## src/rtl/multicycle_ctrl.sv

```systemverilog
// Control FSM for the multicycle MIPS datapath: decodes op/funct and sequences
// every datapath control input, with configurable memory wait states and halt.
module multicycle_ctrl #(
  parameter int OP_W    = 6,
  parameter int FUNCT_W = 6,
  parameter int MEM_LAT = 0
) (
  input  logic               clk,
  input  logic               rst,
  input  logic [OP_W-1:0]    op,
  input  logic [FUNCT_W-1:0] funct,
  input  logic               zero,
  input  logic               halt,
  output logic               PCEn,
  output logic               IorD,
  output logic               MemWrite,
  output logic               IRWrite,
  output logic               RegDst,
  output logic               MemtoReg,
  output logic               RegWrite,
  output logic               ALUsrcA,
  output logic [1:0]         ALUsrcB,
  output logic [2:0]         ALUControl,
  output logic [1:0]         PCsrc,
  output logic               illegal,
  output logic               instr_done
);

  typedef enum logic [3:0] {
    FETCH, DECODE, MEMADR, MEMRD, MEMWB, MEMWR,
    EXEC, ALUWB, BRANCH, ADDIWB, JUMP
  } stateT;

  localparam logic [3:0]      LAT     = 4'(MEM_LAT);
  localparam logic [OP_W-1:0] OP_RTYPE = OP_W'(6'h00);
  localparam logic [OP_W-1:0] OP_J     = OP_W'(6'h02);
  localparam logic [OP_W-1:0] OP_BEQ   = OP_W'(6'h04);
  localparam logic [OP_W-1:0] OP_ADDI  = OP_W'(6'h08);
  localparam logic [OP_W-1:0] OP_LW    = OP_W'(6'h23);
  localparam logic [OP_W-1:0] OP_SW    = OP_W'(6'h2B);

  // Returns {valid, aluControl}; unknown functs fall back to add.
  function automatic logic [3:0] decodeFunct(input logic [FUNCT_W-1:0] f);
    logic [3:0] res;
    case (f)
      FUNCT_W'(6'h20): res = {1'b1, 3'b010};
      FUNCT_W'(6'h22): res = {1'b1, 3'b110};
      FUNCT_W'(6'h24): res = {1'b1, 3'b000};
      FUNCT_W'(6'h25): res = {1'b1, 3'b001};
      FUNCT_W'(6'h2A): res = {1'b1, 3'b111};
      default:         res = {1'b0, 3'b010};
    endcase
    return res;
  endfunction

  stateT      stateR, stateNextS;
  logic [3:0] waitCntR, waitCntNextS;
  logic       memStateS, haltedS, lastCycleS;
  logic [3:0] functDecS;

  logic       pcEnS, iorDS, memWriteS, irWriteS, regDstS, memtoRegS, regWriteS, aluSrcAS;
  logic [1:0] aluSrcBS, pcSrcS;
  logic [2:0] aluControlS;
  logic       illegalS, instrDoneS;

  assign memStateS  = (stateR == FETCH) || (stateR == MEMRD) || (stateR == MEMWR);
  // Halt is only honoured at the instruction boundary, before any wait state.
  assign haltedS    = (stateR == FETCH) && (waitCntR == 4'd0) && halt;
  assign lastCycleS = memStateS ? ((waitCntR == LAT) && !haltedS) : 1'b1;
  assign functDecS  = decodeFunct(funct);

  // State and wait-counter registers.
  always_ff @(posedge clk or negedge rst) begin
    if (!rst) begin
      stateR   <= FETCH;
      waitCntR <= 4'd0;
    end else begin
      stateR   <= stateNextS;
      waitCntR <= waitCntNextS;
    end
  end

  // Next-state and wait-counter decode.
  always_comb begin
    stateNextS = stateR;
    case (stateR)
      FETCH:  stateNextS = lastCycleS ? DECODE : FETCH;
      DECODE: begin
        case (op)
          OP_LW, OP_SW, OP_ADDI: stateNextS = MEMADR;
          OP_RTYPE:              stateNextS = EXEC;
          OP_BEQ:                stateNextS = BRANCH;
          OP_J:                  stateNextS = JUMP;
          default:               stateNextS = FETCH;
        endcase
      end
      MEMADR: begin
        case (op)
          OP_LW:   stateNextS = MEMRD;
          OP_SW:   stateNextS = MEMWR;
          default: stateNextS = ADDIWB;
        endcase
      end
      MEMRD:  stateNextS = lastCycleS ? MEMWB : MEMRD;
      MEMWR:  stateNextS = lastCycleS ? FETCH : MEMWR;
      EXEC:   stateNextS = ALUWB;
      MEMWB, ALUWB, ADDIWB, BRANCH, JUMP: stateNextS = FETCH;
      default: stateNextS = FETCH;
    endcase

    if (stateNextS != stateR) begin
      waitCntNextS = 4'd0;
    end else if (memStateS && !haltedS) begin
      waitCntNextS = waitCntR + 4'd1;
    end else begin
      waitCntNextS = waitCntR;
    end
  end

  // Per-state control decode; strobes in memory states fire only on the last cycle.
  always_comb begin
    pcEnS       = 1'b0;
    iorDS       = 1'b0;
    memWriteS   = 1'b0;
    irWriteS    = 1'b0;
    regDstS     = 1'b0;
    memtoRegS   = 1'b0;
    regWriteS   = 1'b0;
    aluSrcAS    = 1'b0;
    aluSrcBS    = 2'b00;
    aluControlS = 3'b000;
    pcSrcS      = 2'b00;
    illegalS    = 1'b0;
    instrDoneS  = 1'b0;
    case (stateR)
      FETCH: begin
        aluSrcBS    = 2'b01;
        aluControlS = 3'b010;
        irWriteS    = lastCycleS;
        pcEnS       = lastCycleS;
      end
      DECODE: begin
        aluSrcBS    = 2'b11;
        aluControlS = 3'b010;
        case (op)
          OP_LW, OP_SW, OP_ADDI, OP_RTYPE, OP_BEQ, OP_J: illegalS = 1'b0;
          default:                                      illegalS = 1'b1;
        endcase
        instrDoneS = illegalS;
      end
      MEMADR: begin
        aluSrcAS    = 1'b1;
        aluSrcBS    = 2'b10;
        aluControlS = 3'b010;
      end
      MEMRD: iorDS = 1'b1;
      MEMWB: begin
        memtoRegS  = 1'b1;
        regWriteS  = 1'b1;
        instrDoneS = 1'b1;
      end
      MEMWR: begin
        iorDS      = 1'b1;
        memWriteS  = lastCycleS;
        instrDoneS = lastCycleS;
      end
      EXEC: begin
        aluSrcAS    = 1'b1;
        aluControlS = functDecS[2:0];
        illegalS    = !functDecS[3];
      end
      ALUWB: begin
        regDstS    = 1'b1;
        regWriteS  = 1'b1;
        instrDoneS = 1'b1;
      end
      ADDIWB: begin
        regWriteS  = 1'b1;
        instrDoneS = 1'b1;
      end
      BRANCH: begin
        aluSrcAS    = 1'b1;
        aluControlS = 3'b110;
        pcSrcS      = 2'b01;
        pcEnS       = zero;
        instrDoneS  = 1'b1;
      end
      JUMP: begin
        pcSrcS     = 2'b10;
        pcEnS      = 1'b1;
        instrDoneS = 1'b1;
      end
      default: begin
        aluSrcBS    = 2'b01;
        aluControlS = 3'b010;
      end
    endcase
  end

  // Strobes and pulses are suppressed while reset is held; mux selects pass through.
  assign PCEn       = pcEnS & rst;
  assign IRWrite    = irWriteS & rst;
  assign MemWrite   = memWriteS & rst;
  assign RegWrite   = regWriteS & rst;
  assign illegal    = illegalS & rst;
  assign instr_done = instrDoneS & rst;
  assign IorD       = iorDS;
  assign RegDst     = regDstS;
  assign MemtoReg   = memtoRegS;
  assign ALUsrcA    = aluSrcAS;
  assign ALUsrcB    = aluSrcBS;
  assign ALUControl = aluControlS;
  assign PCsrc      = pcSrcS;

endmodule

```

## config.mk

```make
export PLATFORM = sky130hd
export DESIGN_NAME = multicycle_ctrl
export DESIGN_NICKNAME = d
export VERILOG_FILES = /design/src/rtl/multicycle_ctrl.sv
export SDC_FILE = /design/constraint.sdc
export NUM_CORES = 1
export LEC_CHECK = 0
export ABC_CLOCK_PERIOD_IN_PS = 2800
export BUFFER_PORTS_ARGS = -buffer_cell sky130_fd_sc_hd__buf_2
export CORE_AREA = 2 2 47 49
export CTS_CLUSTER_DIAMETER = 40
export DETAILED_ROUTE_END_ITERATION = 7
export DIE_AREA = 0 0 49 51
export PLACE_DENSITY = 0.77
export SLEW_MARGIN = 20
export SYNTH_ARGS = -nofsm -noshare
export SYNTH_HDL_FRONTEND = slang
export SYNTH_SLANG_ARGS = --single-unit
```

## constraint.sdc

```tcl
create_clock -name clk -period 2.8 [get_ports clk]
set_input_delay 0.84 -clock clk [delete_from_list [all_inputs] [get_ports clk]]
set_output_delay 0.84 -clock clk [all_outputs]
set_load 0.02 [all_outputs]
```

; ---- Word-level counts from Yosys, hierarchy flattened
; Cells that the tools add are included.
[op_classes]
n_addsub = 1
eq_ne = 21
muxes = 24
bitwise_logic = 6
n_reduce_logical = 20
[ops]
columns = operator, count
row1 = $eq 6x6->1 const B, 7
row2 = $pmux 4 s6, 1
row3 = $pmux 4 s5, 1
row4 = $eq 4x3->1 const B, 4
row5 = $pmux 4 s4, 1
row6 = $eq 4x4->1 const B, 3
row7 = $reduce_or 6->1, 2
row8 = $mux 1, 10
row9 = $pmux 3 s3, 1
row10 = $reduce_or 3->1, 3
row11 = $eq 4x2->1 const B, 2
row12 = $logic_not 4->1, 2
row13 = $mux 4, 2
row14 = $pmux 4 s2, 1
row15 = $reduce_or 8->1, 1
row16 = $and 1x1->1, 6
row17 = $eq 6x2->1 const B, 1
row18 = $eq 6x3->1 const B, 1
row19 = $eq 6x4->1 const B, 1
row20 = $logic_not 6->1, 1
row21 = $mux 3, 2
row22 = $pmux 1 s3, 2
row23 = $pmux 2 s3, 1
row24 = $reduce_or 5->1, 1
row25 = other kinds (10), 15
[totals]
reg_bits = 8
inputBits = 16
out_inout_bits = 17
elab_cells = 74

; ---- Longest topological paths before layout
; Gate-level depths: netlist (run 1).
[depth]
depth_word = 10
ltp_mapped = 7
depth_no_buf = 6

; ---- Least setup slack after synthesis (run 1)
; Ideal clock, no wire load.
[synth_timing]
path_type = in2out
from = input port funct[2]
to = output port ALUControl[0]
arrival_ps = 1788
required_ps = 1960
setup_slack_ps = 172
path_stages = 3
n_path_buf = 0
path_cell_list = or3b_1 o2bb2a_1 nor2_1
[synth_via]
elab_chain_cells = 3
word_cells_on_any_way = 7
cone_classes = eq/ne (5) / mux (2)
[synth_rtl]
columns = element, line_no
row1 = start: declaration, 11  ; input logic [FUNCT_W-1:0] funct,
row2 = $eq 6x6->1, 45  ; case (f)
row3 = $pmux 4 s5 (*), 45
row4 = $pmux 3 s3 (*), 135  ; case (stateR)
row5 = end: declaration, 23  ; output logic [2:0] ALUControl,
; Every way passes the cells marked *; elsewhere a longest branch is shown, timed or not.

; ---- Worst setup path in the final report (run 1)
[layout_timing]
from = input port op[0]
to = output port instr_done
[layout_via]
elab_chain_cells = 5
word_cells_on_any_way = 10
cone_classes = eq/ne (5) / mux (2) / bitwise (1) / reduce/logical (2)
[layout_rtl]
columns = element, line_no
row1 = start: declaration, 10  ; input logic [OP_W-1:0] op,
row2 = $eq 6x6->1 (tied with other cells), 145  ; case (op)
row3 = $reduce_or 6->1 (*), 145
row4 = $mux 1 (*), 145
row5 = $pmux 1 s3 (*), 135
row6 = $and 1x1->1 (*), 206  ; assign instr_done = instrDoneS & rst;
row7 = end: declaration, 26  ; output logic instr_done
; Marked as above.

==> results.json, run 1 <==
{
  "status": "finished, final reports clean",
  "synthFlopType": "dfrtp_1",
  "rsz0062_at_grt": "no",
  "initial_core_util_pct": 43.4,
  "ys_seq_area_share_pct": 22.4,
  "tightest_slew_ns": 0.378,
  "synth_fp_nets": 139,
  "post_drt_via_cell_ratio": 5.71,
  "synthesis.instances": 121,
  "ys_ff_latch": 8,
  "setup_viol": 0,
  "fin_util_pct": 57.9,
  "leakage_nw": 0.566,
  "cts.sinks": 8,
  "clock_latency_ns": 0.26,
  "drt_pass1_iterations": 4,
  "cts_buffers": 3,
  "gp_congestion": 0.745,
  "num_rows": 17,
  "grt_overflow": 0,
  "drt_wl_total_um": 2500,
  "cp.required_ns": 1.96,
  "fin_crit_sh_pct": 98.3,
  "place_ws_ns": 0.0504,
  "die_width_um": 49,
  "clockBufferDepth": 2,
  "grt_pass1_wl_um": 4060,
  "min_path_type": "input port to asynchronous set/reset pin",
  "fillers": 212,
  "path_cells": "buf_2 -> or3_1 -> nor2_1 -> nor3_2 -> o21a_1 -> buf_4",
  "area_delta_synth_final_pct": 33.4,
  "async_flop_share_pct": 100,
  "synth_edf_count": 0,
  "drtIter0Drc": 23,
  "drive_gt1_share_pct": 35.6,
  "synth_top_area_share_pct": 22.4,
  "critical_path.max_stage_delay_ns": 0.38,
  "worstPathMaxFanout": 4,
  "r2r-end": "stateR[2]",
  "syn-cell-area_um2": 895,
  "fin_total_pwr_mw": 0.399,
  "antennaDiodeCount": 0,
  "hold_violations": 0,
  "synth.distinct_cells": 43,
  "vias": 1073,
  "antenna_found_initial": 0,
  "hold_buffers": 0,
  "multiInputGateArea_um2": 662,
  "grt_max_degree": 17,
  "reg2reg_depth": 4,
  "syn_avg_cell_area_um2": 7.39,
  "final_max_slew_viol_count": 0,
  "final_cell_mix": "30 x buf_2, 14 x buf_4, 12 x nor2_1, 10 x nand2_1, 8 x dfrtp_1",
  "fp.dieArea_um2": 2500,
  "die_h_um": 51,
  "layout.nets": 180,
  "port_buffers": 32,
  "slew_headroom_pct": 74.6,
  "wl_per_cell_um": 13.3,
  "dpl.hpwl_um": 1870,
  "grt_pass1_vias": 976,
  "ant_nets": 0,
  "ctsHtreeMaxLevel": 1,
  "io_pins": 33,
  "crit_path_end_kind": "output pin",
  "rrSetupSlack_ns": 0.99,
  "crit-reg2reg-launch": "stateR[2]",
  "peakVddDrop_uv": 268,
  "tns_ns": 0,
  "crit_type": "input port to output pin",
  "setup_ws_ns": 0.0486,
  "remaining_drc_errors": 0,
  "cts_tree": "done",
  "powerDensity_nw_per_um2": 334,
  "arrival_ns": 1.91,
  "placed_area_um2": 1120,
  "layout_commonest_cell": "buf_2",
  "grtUsageTotal_pct": 20.3,
  "yosys-top-cells-area": "dfrtp_1 22%, nor2_1 5.0%, nand2_1 4.2%",
  "ff_latch_area_um2": 200,
  "cp_slowest_cell": "or3_1",
  "fin_skew_ns": 0.00928,
  "yosysTopAreaCell": "dfrtp_1",
  "cp-start-kind": "input port",
  "design_area_um2": 1190,
  "cts_root_buf": "clkbuf_4",
  "core-area_um2": 2060,
  "fmax_mhz": 363,
  "clkSlewWorstSetupHoldPaths_ns": 0.06,
  "yosys_warnings": 0,
  "post-route-min-period_ns": 2.75,
  "maxCapViolations": 0
}
-- registers in the layout, summed over array words and instances (netlist names) --
name and count:
stateR 4, waitCntR 4
-- layout make-up --
type	instances	share of cell area [%]
well taps	28	2.94
clock buffers	3	1.89
repair buffers	44	21.4
multi-input cells	100	55.5
inverters	5	1.57
flip-flops and latches	8	16.8
-- critical path, delay by kind of cell --
family	cells	cell delay (ns)
AOI/OAI and AO/OA	1	0.20
buffers and inverters	2	0.27
and+or+nand+nor	3	0.61
-- cell families (layout without fill, tap and decap cells) --
group           after synthesis  count (layout)  synth area share (%)
flops                         8               8                  22.4
xor+xnor                      4               4                  3.92
simple gates                 63              63                  39.7
compound gates               27              27                  19.9
buf+inv                      13              52                  6.71
mux                           3               3                  3.50
fa+ha+maj                     3               3                  3.92
-- synth_stat cells, types with 2 or more instances --
master and count:
a21oi_1 5, a31oi_1 3, and3_1 2, clkbuf_1 6, dfrtp_1 8, ha_1 2, inv_1 5, mux2i_1 2
nand2_1 10, nand2b_1 5, nand3_1 4, nand4_1 2, nor2_1 12, nor2b_1 6, nor3_1 4, nor3b_1 5
nor4_1 2, o21a_1 3, o21ai_0 4, o21ai_1 2, o22ai_1 2, o311ai_1 2, or3_1 2, or3b_1 2
xnor2_1 2, xor2_1 2
-- stage by stage --
| stage | hold slack (ns) | cells |
|---|---|---|
| 2_1_floorplan | 0.520 | 121 |
| 5_1_grt | 0.415 | 188 |
| 4_1_cts | 0.414 | 185 |
| 3_5_place_dp | 0.577 | 182 |
| 6_report | 0.418 | 188 |
| 3_3_place_gp | 0.560 | 182 |
-- report_power, final --
part | internal (mW) | switching [mW] | total [mW]
logic | 0.0784 | 0.101 | 0.179
registers | 0.121 | 0.00895 | 0.130
clock network | 0.0492 | 0.0414 | 0.0906
total | 0.248 | 0.151 | 0.399
-- layer usage --
metal	GRT usage, %	vias to the layer above	wire (µm)
met5	0	-	0
met3	5.56	6	154
met2	39.0	33	1330
met1	21.5	512	966
met4	6.19	0	46
li1	-	522	-
-- worst max path at each step --
stage | start | endpoint | slack, ns | depth (start not counted)
5_1_grt | stateR[2] | illegal | 0.005 | 5
2_1_floorplan | funct[2] | ALUControl[0] | 0.17 | 3
4_1_cts | waitCntR[0] | instr_done | 0.03 | 7
3_3_place_gp | funct[2] | ALUControl[0] | 0.11 | 5
3_5_place_dp | funct[2] | ALUControl[0] | 0.05 | 5
6_report | op[0] | instr_done | 0.05 | 6
-- repair_timing --
item                       4_1_cts  5_1_grt
gates cloned                     0        0
pin swaps                        0        1
setup buffers                    0        3
gates resized for setup          1        9
setup endpoints to repair        2        4
(Power assumes the default switching activity.)
==> inputs of run 2 (changes only) <==
==> constraint.sdc (replaced) <==
create_clock -name clk -period 2.8 [get_ports clk]
set_input_delay 0.42 -clock clk [delete_from_list [all_inputs] [get_ports clk]]
set_output_delay 0.42 -clock clk [all_outputs]
set_load 0.02 [all_outputs]
==> run 2 against run 1 <==
Compared with the run above: combinational power decreased by 13%; clock-buffer cell count unchanged; global-route usage increased by 0.35 points; total power decreased by 4.7%; worst hold slack got worse by 0.39 ns.
==> results.json, run 2 (same netlist as run 1, synthesis figures left out) <==
{
  "placed_area_um2": 1070,
  "fin_total_pwr_mw": 0.380,
  "clockBufferDepth": 2,
  "cts.sinks": 8,
  "grt_pass1_wl_um": 4130,
  "drt_pass1_iterations": 4,
  "fp.dieArea_um2": 2500,
  "clkSlewWorstSetupHoldPaths_ns": 0.07,
  "fillers": 216,
  "rsz0062_at_grt": "no",
  "fmax_mhz": 389,
  "vias": 1042,
  "grt_overflow": 0,
  "busiest_layer": "met2",
  "crit_path_end_kind": "output pin",
  "path_buf_inv": 1,
  "place_ws_ns": 0.532,
  "die_h_um": 51,
  "clock_latency_ns": 0.26,
  "ant_nets": 0,
  "initial_core_util_pct": 43.4,
  "core-area_um2": 2060,
  "drtIter0Drc": 30,
  "min_path_type": "input port to asynchronous set/reset pin",
  "crit_family": "simple AND/OR/NAND/NOR gates",
  "design_area_um2": 1090,
  "fin_crit_sh_pct": 91.9,
  "drive_gt1_share_pct": 27.2,
  "cts_tree": "done",
  "status": "finished, final reports clean",
  "cp.required_ns": 2.38,
  "post_drt_via_cell_ratio": 5.82,
  "layout.nets": 171,
  "io_pins": 33,
  "num_rows": 17,
  "cts_buffers": 3,
  "crit_type": "flop to output pin",
  "grt_max_degree": 19,
  "grt_pass1_vias": 997,
  "cts_resized": 0,
  "cp-start-kind": "flop",
  "die_width_um": 49,
  "grtUsageTotal_pct": 20.7,
  "final_max_slew_viol_count": 0,
  "critical_path.max_stage_delay_ns": 0.55,
  "top_regs": "stateR x4, waitCntR x4",
  "peakVddDrop_uv": 192,
  "tightest_slew_ns": 0.515,
  "setup_ws_ns": 0.227,
  "layout_commonest_cell": "buf_2",
  "grtUsageMet1_pct": 22.9,
  "hold_buffers": 0,
  "slew_headroom_pct": 65.3,
  "timing.hold.ws_ns": 0.0272,
  "path_cells": "or2_4 -> or3b_4 -> nor3_1 -> o21a_1 -> buf_2",
  "dpl.hpwl_um": 1830,
  "post-route-min-period_ns": 2.57,
  "ctsHtreeMaxLevel": 1,
  "gp_congestion": 0.818,
  "antennaDiodeCount": 0,
  "area_delta_synth_final_pct": 22.2,
  "cp_slowest_cell": "dfrtp_1",
  "maxCapViolations": 0,
  "cts_root_buf": "clkbuf_4",
  "hold_violations": 0,
  "worstPathMaxFanout": 17,
  "use_met3_pct": 5.56,
  "cts_setup_buffers": 0,
  "drt_wl_total_um": 2360,
  "remaining_drc_errors": 0,
  "powerDensity_nw_per_um2": 348,
  "port_buffers": 32,
  "leakage_nw": 0.519,
  "setup_viol": 0,
  "arrival_ns": 2.15,
  "tns_ns": 0,
  "final_cell_mix": "32 x buf_2, 12 x nor2_1, 10 x nand2_1, 8 x dfrtp_1, 6 x nor2b_1",
  "use_met2_pct": 38.4,
  "fin_skew_ns": 0.0158,
  "wl_per_cell_um": 13.2,
  "antenna_found_initial": 0
}
-- run 2: changes by cell type in the layout (fill, tap and decap cells not counted), sizes merged --
cell | previous run | this run
buf | 44 | 35
-- run 2: final timing paths --
kind / from / endpoint / slack [ns] / cells past startpoint
hold reg to reg: waitCntR[3] / waitCntR[3] / 0.59 / 2
setup / recovery: stateR[2] / illegal / 0.23 / 5
setup reg to reg: stateR[2] / stateR[2] / 0.72 / 4
max in group asynchronous: rst / waitCntR[2] / 2.54 / 1
hold / removal: rst / stateR[0] / 0.03 / 1
min in group clk: op[4] / stateR[1] / 0.39 / 2
-- run 2: metrics by stage --
step | instances | util, %
after global routing | 179 | 53.0
after floorplan | 121 | -
final | 179 | 53.0
after global placement | 176 | 51.9
after CTS | 179 | 53.0
after detailed placement | 176 | 51.9
-- run 2: routing by layer --
| metal | vias to the layer above | share of wire, % |
|---|---|---|
| li1 | 501 | - |
| met1 | 496 | 41 |
| met2 | 41 | 50 |
| met3 | 4 | 7.4 |
| met4 | 0 | 1.5 |
| met5 | - | 0 |
-- run 2: power by group --
group | total (mW) | switching [mW] | internal, mW
combinational | 0.156 | 0.0920 | 0.0636
clock | 0.0915 | 0.0423 | 0.0492
sequential | 0.133 | 0.0125 | 0.121
total | 0.380 | 0.147 | 0.233
-- run 2: cell type report --
type | instances | area (µm²) | share of cell area, %
clock buffers | 3 | 22.5 | 2.06
inverters | 5 | 18.8 | 1.72
multi-input cells | 100 | 634 | 58.0
flip-flops and latches | 8 | 200 | 18.3
well taps | 28 | 35.0 | 3.20
repair buffers | 35 | 183 | 16.7
==> inputs of run 3 (changes only) <==
Settings changed: RECOVER_POWER set to 100.
==> run 3 against run 2 <==
Compared with the run above: design area fell by 2.2%; sequential power barely moved; combinational power fell by 4%; largest power group unchanged; critical endpoint unchanged; global-route usage did not move; clock power fell by 0.7%; first-iteration DRC count fell by 23%; clock skew rose by 0.00051 ns.
==> results.json, run 3 (same netlist as run 1, synthesis figures left out) <==
{
  "clkSlewWorstSetupHoldPaths_ns": 0.07,
  "critical_path.max_stage_delay_ns": 0.55,
  "min_path_type": "input port to asynchronous set/reset pin",
  "die_h_um": 51,
  "clock_latency_ns": 0.26,
  "ff_latch_area_um2": 200,
  "fp.dieArea_um2": 2500,
  "final_max_slew_viol_count": 0,
  "tightest_slew_ns": 0.679,
  "layout.nets": 171,
  "cts_root_buf": "clkbuf_4",
  "cts_setup_buffers": 0,
  "cp.depth": 5,
  "grt_pass1_wl_um": 4130,
  "final_cell_mix": "17 x clkbuf_1, 14 x buf_2, 12 x nor2_1, 10 x nand2_1, 8 x dfrtp_1",
  "drtIter0Drc": 23,
  "arrival_ns": 2.16,
  "num_rows": 17,
  "cp-start-kind": "flop",
  "fin_skew_ns": 0.0163,
  "fin_crit_sh_pct": 92.3,
  "grtUsageTotal_pct": 20.7,
  "cts_resized": 0,
  "ctsHtreeMaxLevel": 1,
  "status": "finished, final reports clean",
  "layout_commonest_cell": "clkbuf_1",
  "multiInputGateArea_um2": 634,
  "crit_family": "simple AND/OR/NAND/NOR gates",
  "dpl.hpwl_um": 1830,
  "cp_slowest_cell": "dfrtp_1",
  "reg2reg_depth": 4,
  "fmax_mhz": 387,
  "cp.required_ns": 2.38,
  "cts.sinks": 8,
  "timing.hold.ws_ns": 0.167,
  "maxCapViolations": 0,
  "grt_max_degree": 19,
  "die_width_um": 49,
  "fillers": 222,
  "path_buf_inv": 1,
  "post-route-min-period_ns": 2.58,
  "tns_ns": 0,
  "rsz0062_at_grt": "no",
  "area_delta_synth_final_pct": 19.6,
  "initial_core_util_pct": 43.4,
  "powerDensity_nw_per_um2": 350,
  "port_buffers": 32,
  "wl_per_cell_um": 13.3,
  "drt_wl_total_um": 2390,
  "post_drt_via_cell_ratio": 5.83,
  "drt_pass1_iterations": 5,
  "cts_buffers": 3,
  "crit_type": "flop to output pin",
  "peakVddDrop_uv": 192,
  "crit_path_end_kind": "output pin",
  "slew_headroom_pct": 54.7,
  "drive_gt1_share_pct": 15.9,
  "placed_area_um2": 1070,
  "leakage_nw": 0.451,
  "hold_buffers": 0,
  "grt_pass1_vias": 997,
  "antenna_found_initial": 0,
  "worstPathMaxFanout": 17,
  "vias": 1044,
  "remaining_drc_errors": 0,
  "setup_viol": 0,
  "grt_overflow": 0,
  "hold_violations": 0,
  "design_area_um2": 1070,
  "cts_tree": "done",
  "top_regs": "stateR x4, waitCntR x4",
  "gp_congestion": 0.818,
  "antennaDiodeCount": 0,
  "io_pins": 33,
  "clockBufferDepth": 2,
  "ant_nets": 0,
  "path_cells": "or2_4 -> or3b_4 -> nor3_1 -> o21a_1 -> clkbuf_2",
  "core-area_um2": 2060
}
-- run 3: cell types whose count changed in the layout (fill, tap and decap cells not counted), sizes merged --
cell / change
buf: -19
clkbuf: +19
-- run 3: where the power goes --
| part | switching (mW) | internal [mW] |
|---|---|---|
| clock | 0.0418 | 0.0492 |
| combinational | 0.0928 | 0.0577 |
| sequential | 0.0124 | 0.121 |
-- run 3: final timing paths --
kind                              from           to  slack (ns)
setup / recovery             stateR[2]      illegal        0.22
hold / removal                     rst    stateR[0]        0.17
setup reg to reg             stateR[2]    stateR[2]        0.61
hold reg to reg            waitCntR[3]  waitCntR[3]        0.59
max in group asynchronous          rst  waitCntR[2]        2.18
min in group clk                 op[4]    stateR[1]        0.39
-- run 3: final cells by class --
class / instances / area share, %
Tap cell: 28 / 3.27
Clock buffer: 3 / 2.11
Multi-Input combinational cell: 100 / 59.3
Inverter: 5 / 1.75
Timing Repair Buffer: 35 / 14.9
Sequential cell: 8 / 18.7
-- run 3: layer usage --
metal | wire [µm] | GRT usage, % | vias up
li1 | - | - | 503
met4 | 35 | 6.67 | 0
met2 | 1200 | 38.4 | 43
met3 | 163 | 5.56 | 8
met1 | 992 | 22.9 | 490
met5 | 0 | 0 | -
-- run 3: stage by stage --
stage	utilization (%)	instances	worst slack, ns	power, mW
2_1_floorplan	-	121	0.720	0.236
3_3_place_gp	51.9	176	0.567	0.285
3_5_place_dp	51.9	176	0.532	0.289
4_1_cts	53.0	179	0.215	0.384
5_1_grt	51.8	179	0.0649	0.401
6_report	51.8	179	0.215	0.374
